## config.mk

```make
export PLATFORM = sky130hd
export DESIGN_NAME = sigmoid_backward
export DESIGN_NICKNAME = d
export VERILOG_FILES = /design/src/rtl/sigmoid_pkg.sv /design/src/rtl/sigmoid_bwd_stage.sv /design/src/rtl/sigmoid_backward.sv
export SDC_FILE = /design/constraint.sdc
export NUM_CORES = 1
export LEC_CHECK = 0
export CAP_MARGIN = 20
export CORE_MARGIN = 2
export CORE_UTILIZATION = 55
export DETAILED_ROUTE_END_ITERATION = 12
export PLACE_DENSITY = 0.73
export SYNTH_ARGS = -nofsm -noshare
export SYNTH_HDL_FRONTEND = slang
export SYNTH_SLANG_ARGS = --single-unit
```

## constraint.sdc

```tcl
create_clock -name clk -period 13.6 [get_ports clk]
set_input_delay 2.72 -clock clk [delete_from_list [all_inputs] [get_ports clk]]
set_output_delay 2.72 -clock clk [all_outputs]
set_load 0.03 [all_outputs]
```

## src/rtl/sigmoid_pkg.sv

```systemverilog
// Shared definitions for the Sigmoid forward/backward blocks: default widths,
// fixed-point helpers and the activation/gradient types.
package sigmoid_pkg;

  localparam int DEF_IN_WIDTH  = 15;
  localparam int DEF_OUT_WIDTH = 11;

  // Fixed-point 1.0 for an activation of the given width.
  function automatic int act_one(input int out_width);
    return 1 << (out_width - 1);
  endfunction

  // Fraction bits of a*(ONE-a); shifting by this returns to gradient scale.
  function automatic int frac_shift(input int out_width);
    return 2 * (out_width - 1);
  endfunction

  typedef logic        [DEF_OUT_WIDTH-1:0] act_t;
  typedef logic signed [DEF_IN_WIDTH-1:0]  grad_t;

endpackage

```

## src/rtl/sigmoid_bwd_stage.sv

```systemverilog
// Generic registered pipeline stage: a valid bit plus payload, both loaded
// only when the whole pipeline advances.
module sigmoid_bwd_stage #(
  parameter int W = 8
) (
  input  logic         clk,
  input  logic         rst_n,
  input  logic         adv_i,
  input  logic         valid_i,
  input  logic [W-1:0] data_i,
  output logic         valid_o,
  output logic [W-1:0] data_o
);

  logic         valid_q;
  logic [W-1:0] data_q;

  // Capture the upstream slot (valid or bubble) on advance, hold otherwise.
  always_ff @(posedge clk or negedge rst_n) begin
    if (!rst_n) begin
      valid_q <= 1'b0;
      data_q  <= '0;
    end else if (adv_i) begin
      valid_q <= valid_i;
      data_q  <= data_i;
    end
  end

  assign valid_o = valid_q;
  assign data_o  = data_q;

endmodule

```

## src/rtl/sigmoid_backward.sv

```systemverilog
// Sigmoid backward pass: out_grad = round(g * a * (ONE - a) / 2**SH),
// three-stage pipeline with a single shared advance enable.
module sigmoid_backward
  import sigmoid_pkg::*;
#(
  parameter int IN_WIDTH  = DEF_IN_WIDTH,
  parameter int OUT_WIDTH = DEF_OUT_WIDTH
) (
  input  logic                        clk,
  input  logic                        rst_n,
  input  logic                        in_valid,
  output logic                        in_ready,
  input  logic        [OUT_WIDTH-1:0] in_act,
  input  logic signed [IN_WIDTH-1:0]  in_grad,
  input  logic                        in_en,
  output logic                        out_valid,
  input  logic                        out_ready,
  output logic signed [IN_WIDTH-1:0]  out_grad,
  output logic                        busy
);

  localparam int ONE   = act_one(OUT_WIDTH);
  localparam int SH    = frac_shift(OUT_WIDTH);
  localparam int D_W   = SH - 1;               // a*(ONE-a) peaks at ONE*ONE/4
  localparam int P_W   = IN_WIDTH + SH;
  localparam int S1_W  = 1 + IN_WIDTH + D_W;   // {mask, g, d}
  localparam int ROUND = 1 << (SH - 1);

  // Handshake: a transfer happens on an edge where valid & ready are both 1.
  // The whole pipe moves when the output slot is empty or being taken
  // (adv = ~out_valid | out_ready); in_ready is that same advance, so a full
  // pipe with a stalled consumer refuses input and nothing is overwritten.
  logic adv;
  assign adv      = ~out_valid | out_ready;
  assign in_ready = adv;

  logic [OUT_WIDTH-1:0] one_minus_a_d;
  logic [D_W-1:0]       deriv_d;
  logic [S1_W-1:0]      s1_d, s1_q;
  logic                 s1_valid;

  logic                       s1_mask;
  logic signed [IN_WIDTH-1:0] s1_g;
  logic [D_W-1:0]             s1_deriv;

  logic signed [P_W-1:0] p_d, p_q;
  logic                  s2_valid;

  logic [IN_WIDTH-1:0] r_d;

  // Stage 1 input: sigmoid derivative a*(ONE-a); a=ONE-1 gives ONE-1.
  always_comb begin
    one_minus_a_d = OUT_WIDTH'(ONE) - in_act;
    deriv_d       = D_W'(in_act) * D_W'(one_minus_a_d);
    s1_d          = {~in_en, in_grad, deriv_d};
  end

  sigmoid_bwd_stage #(.W(S1_W)) u_s1 (
    .clk(clk), .rst_n(rst_n), .adv_i(adv),
    .valid_i(in_valid), .data_i(s1_d),
    .valid_o(s1_valid), .data_o(s1_q)
  );

  assign {s1_mask, s1_g, s1_deriv} = s1_q;

  // Stage 2 input: full-precision signed product, zeroed for masked entries.
  always_comb begin
    p_d = '0;
    if (!s1_mask) begin
      p_d = P_W'(s1_g) * P_W'($signed({1'b0, s1_deriv}));
    end
  end

  sigmoid_bwd_stage #(.W(P_W)) u_s2 (
    .clk(clk), .rst_n(rst_n), .adv_i(adv),
    .valid_i(s1_valid), .data_i(p_d),
    .valid_o(s2_valid), .data_o(p_q)
  );

  // Stage 3 input: round half up, arithmetic shift; |result| <= |g|/4 so the
  // truncation to IN_WIDTH never loses magnitude.
  always_comb begin
    r_d = IN_WIDTH'((p_q + P_W'(ROUND)) >>> SH);
  end

  sigmoid_bwd_stage #(.W(IN_WIDTH)) u_s3 (
    .clk(clk), .rst_n(rst_n), .adv_i(adv),
    .valid_i(s2_valid), .data_i(r_d),
    .valid_o(out_valid), .data_o(out_grad)
  );

  assign busy = s1_valid | s2_valid | out_valid;

endmodule

```

==> flow_metrics.tcl <==
set metrics [dict create \
    drtPass1Iterations 5 \
    layout_commonest_cell "inv_1" \
    die_x_um 172 \
    numCtsBuffers 9 \
    seq_area_mm2 0.00173 \
    grt-ovfl-total 0 \
    relSlewSlack 0.340 \
    worst_pin_slew_ns 0.987 \
    viasPerCell 5.26 \
    async_reset_ff_frac 1.00 \
    design_area_mm2 0.0166 \
    hold_path.class "reg -> reg" \
    setup_tns_ns 0 \
    drtIter0Drc 608 \
    timing.fmax_mhz 105 \
    synth_area_mm2 0.0155 \
    dieHeight_um 172 \
    crit_fanout 17 \
    ys_warn_count 0 \
    nets 2213 \
    drive_above_1_share 0.0239 \
    rsz0062_at_grt "false" \
    syn_nets 2219 \
    cts_resized 0 \
    gp_congestion 0.864 \
    cp-start-kind "input pin" \
    num-fill-cells 2441 \
    grt_max_degree 70 \
    finalMaxSlewViolations 0 \
    track_usage 0.241 \
    clockBufferDepth 2 \
    finalHoldViolCount 0 \
    grt_pass1_vias 11751 \
    floorplan.initialDensity 0.559 \
    layout_common_cells "inv_1 (371), fa_1 (297), nand2_1 (259)" \
    multi_input_area_mm2 0.0121 \
    min_period_ns 9.48 \
    portBuffers 48 \
    ys_seq_elements 69 \
    wl_per_cell_um 15.6 \
    antenna_found_initial 0 \
    postCtsHoldBufs 0 \
    num_antenna_cells 0 \
    detail-route-antenna-nets 0 \
    cts_tree "built" \
    cts_root_buf "clkbuf_16" \
    end_kind "flip-flop" \
    core_area_mm2 0.0278 \
    placed_cell_area_mm2 0.0163 \
    grt_pass1_wl_mm 56.4 \
    fin_crit_sh 0.697 \
    post_cts_buffers 0 \
    clock_latency_ns 0.35 \
    critPathKind "in -> reg" \
    synth_edf_count 0 \
    maxCapViolations 0 \
    yosys.cell_types.count 48 \
    core.rowCount 61 \
    clkTransAtPathRegs_ns 0.07 \
    wirelength_mm 32.8 \
    numClockSinks 69 \
    die_area_mm2 0.0296 \
    status "finished, final reports clean" \
    synth_area_per_cell_um2 9.05 \
    route.detailed.drc 0 \
    area_delta_synth_final_pct 6.64 \
    yosysSeqAreaShare 0.111 \
    cp.required_ns 13.81 \
    clock_skew_ns 0.0100 \
    cts.htree.levels 3 \
    arrival_ns 9.69 \
    vias 11020 \
    synthFlopType "dfrtp_1" \
    synthCells 1717 \
    ios 49 \
    setup_viol 0 \
    dp_hpwl_mm 25.5 \
]
==> area by class of cell <==
class | instances | share of cell area
Multi-Input combinational cell | 1200 | 0.732
Clock buffer | 10 | 0.0144
Inverter | 373 | 0.0845
Tap cell | 378 | 0.0285
Timing Repair Buffer | 58 | 0.0332
Sequential cell | 69 | 0.104
Clock inverter | 6 | 0.00279
==> path summary, 6_finish.rpt <==
kind	endpoint	start	depth (start not counted)	slack [ns]
setup / recovery	u_s1.data_o[17]	in_act[0]	25	4.12
hold / removal	u_s3.data_o[0]	u_s3.data_o[0]	2	0.47
setup reg to reg	u_s2.data_o[31]	u_s1.data_o[26]	23	6.63
hold reg to reg	u_s3.data_o[0]	u_s3.data_o[0]	2	0.47
max in group asynchronous	u_s1.data_o[7]	rst_n	2	10.42
min in group asynchronous	u_s3.data_o[11]	rst_n	2	2.57
==> critical path, stage by stage <==
cell and delay, ns:
clkdlybuf4s50_1 0.85, clkinv_1 0.43, ha_1 0.34, nand2_1 0.08, or3_1 0.15, inv_1 0.06
ha_1 0.37, nand2b_1 0.20, fa_1 0.52, fa_1 0.52, fa_1 0.50, inv_1 0.05
fa_1 0.47, inv_1 0.05, fa_1 0.47, inv_1 0.04, ha_1 0.24, or3_1 0.39
o21ai_0 0.12, a211oi_1 0.13, o32a_1 0.41, a21o_1 0.18, a21oi_1 0.17, xor2_1 0.15
o21ai_0 0.08
==> metal layers <==
layer  GRT usage  wire length [µm]
met1       0.326             14000
met2       0.419             16600
met3      0.0286              1580
met4      0.0559               602
met5           0                 0
==> registers in the layout (all words and copies together) (netlist names) <==
name and flops:
u_s2.valid_o 1, u_s2.data_o 16, u_s1.data_o 35, u_s3.data_o 15, u_s1.valid_o 1, u_s3.valid_o 1
==> synth_stat cells (3+ instances only) <==
library cell / number / area share
nand3_1: 15 / 0.0048
inv_1: 371 / 0.090
and3_1: 6 / 0.0024
dfrtp_1: 69 / 0.11
a21o_1: 8 / 0.0039
nor2b_1: 23 / 0.0093
nor2_1: 45 / 0.011
xor2_1: 24 / 0.014
xnor2_1: 28 / 0.016
nand2b_1: 62 / 0.025
nand2_1: 259 / 0.063
o31ai_1: 4 / 0.0019
fa_1: 297 / 0.38
buf_1: 5 / 0.0012
and2_1: 130 / 0.052
a22o_1: 14 / 0.0079
o211ai_1: 3 / 0.0014
o21ai_0: 29 / 0.0093
nand4_1: 5 / 0.0020
nor3_1: 9 / 0.0029
a21oi_1: 28 / 0.0090
clkbuf_1: 68 / 0.016
a211oi_1: 4 / 0.0019
or3_1: 6 / 0.0024
ha_1: 174 / 0.14
==> metrics by stage <==
step | setup slack [ns] | hold slack (ns) | instances | utilization
6_report | 4.12 | 0.473 | 2094 | 0.596
3_3_place_gp | 3.99 | 0.455 | 2078 | 0.586
4_1_cts | 4.10 | 0.474 | 2094 | 0.596
5_1_grt | 3.71 | 0.498 | 2094 | 0.596
2_1_floorplan | 5.22 | 0.446 | 1717 | -
3_5_place_dp | 3.75 | 0.459 | 2078 | 0.586
==> cell families (layout without fill, tap and decap cells) <==
logic type	count (synthesis)	in the layout	synth area share
buf+inv	448	447	0.108
simple gates	566	566	0.178
fa+ha+maj	471	471	0.523
flops	69	69	0.111
xor+xnor	52	52	0.0293
compound gates	111	111	0.0508
Power is left out: the tool's default activity adds up to more than one toggle a clock period on the data nets, which glitch-free logic cannot reach.
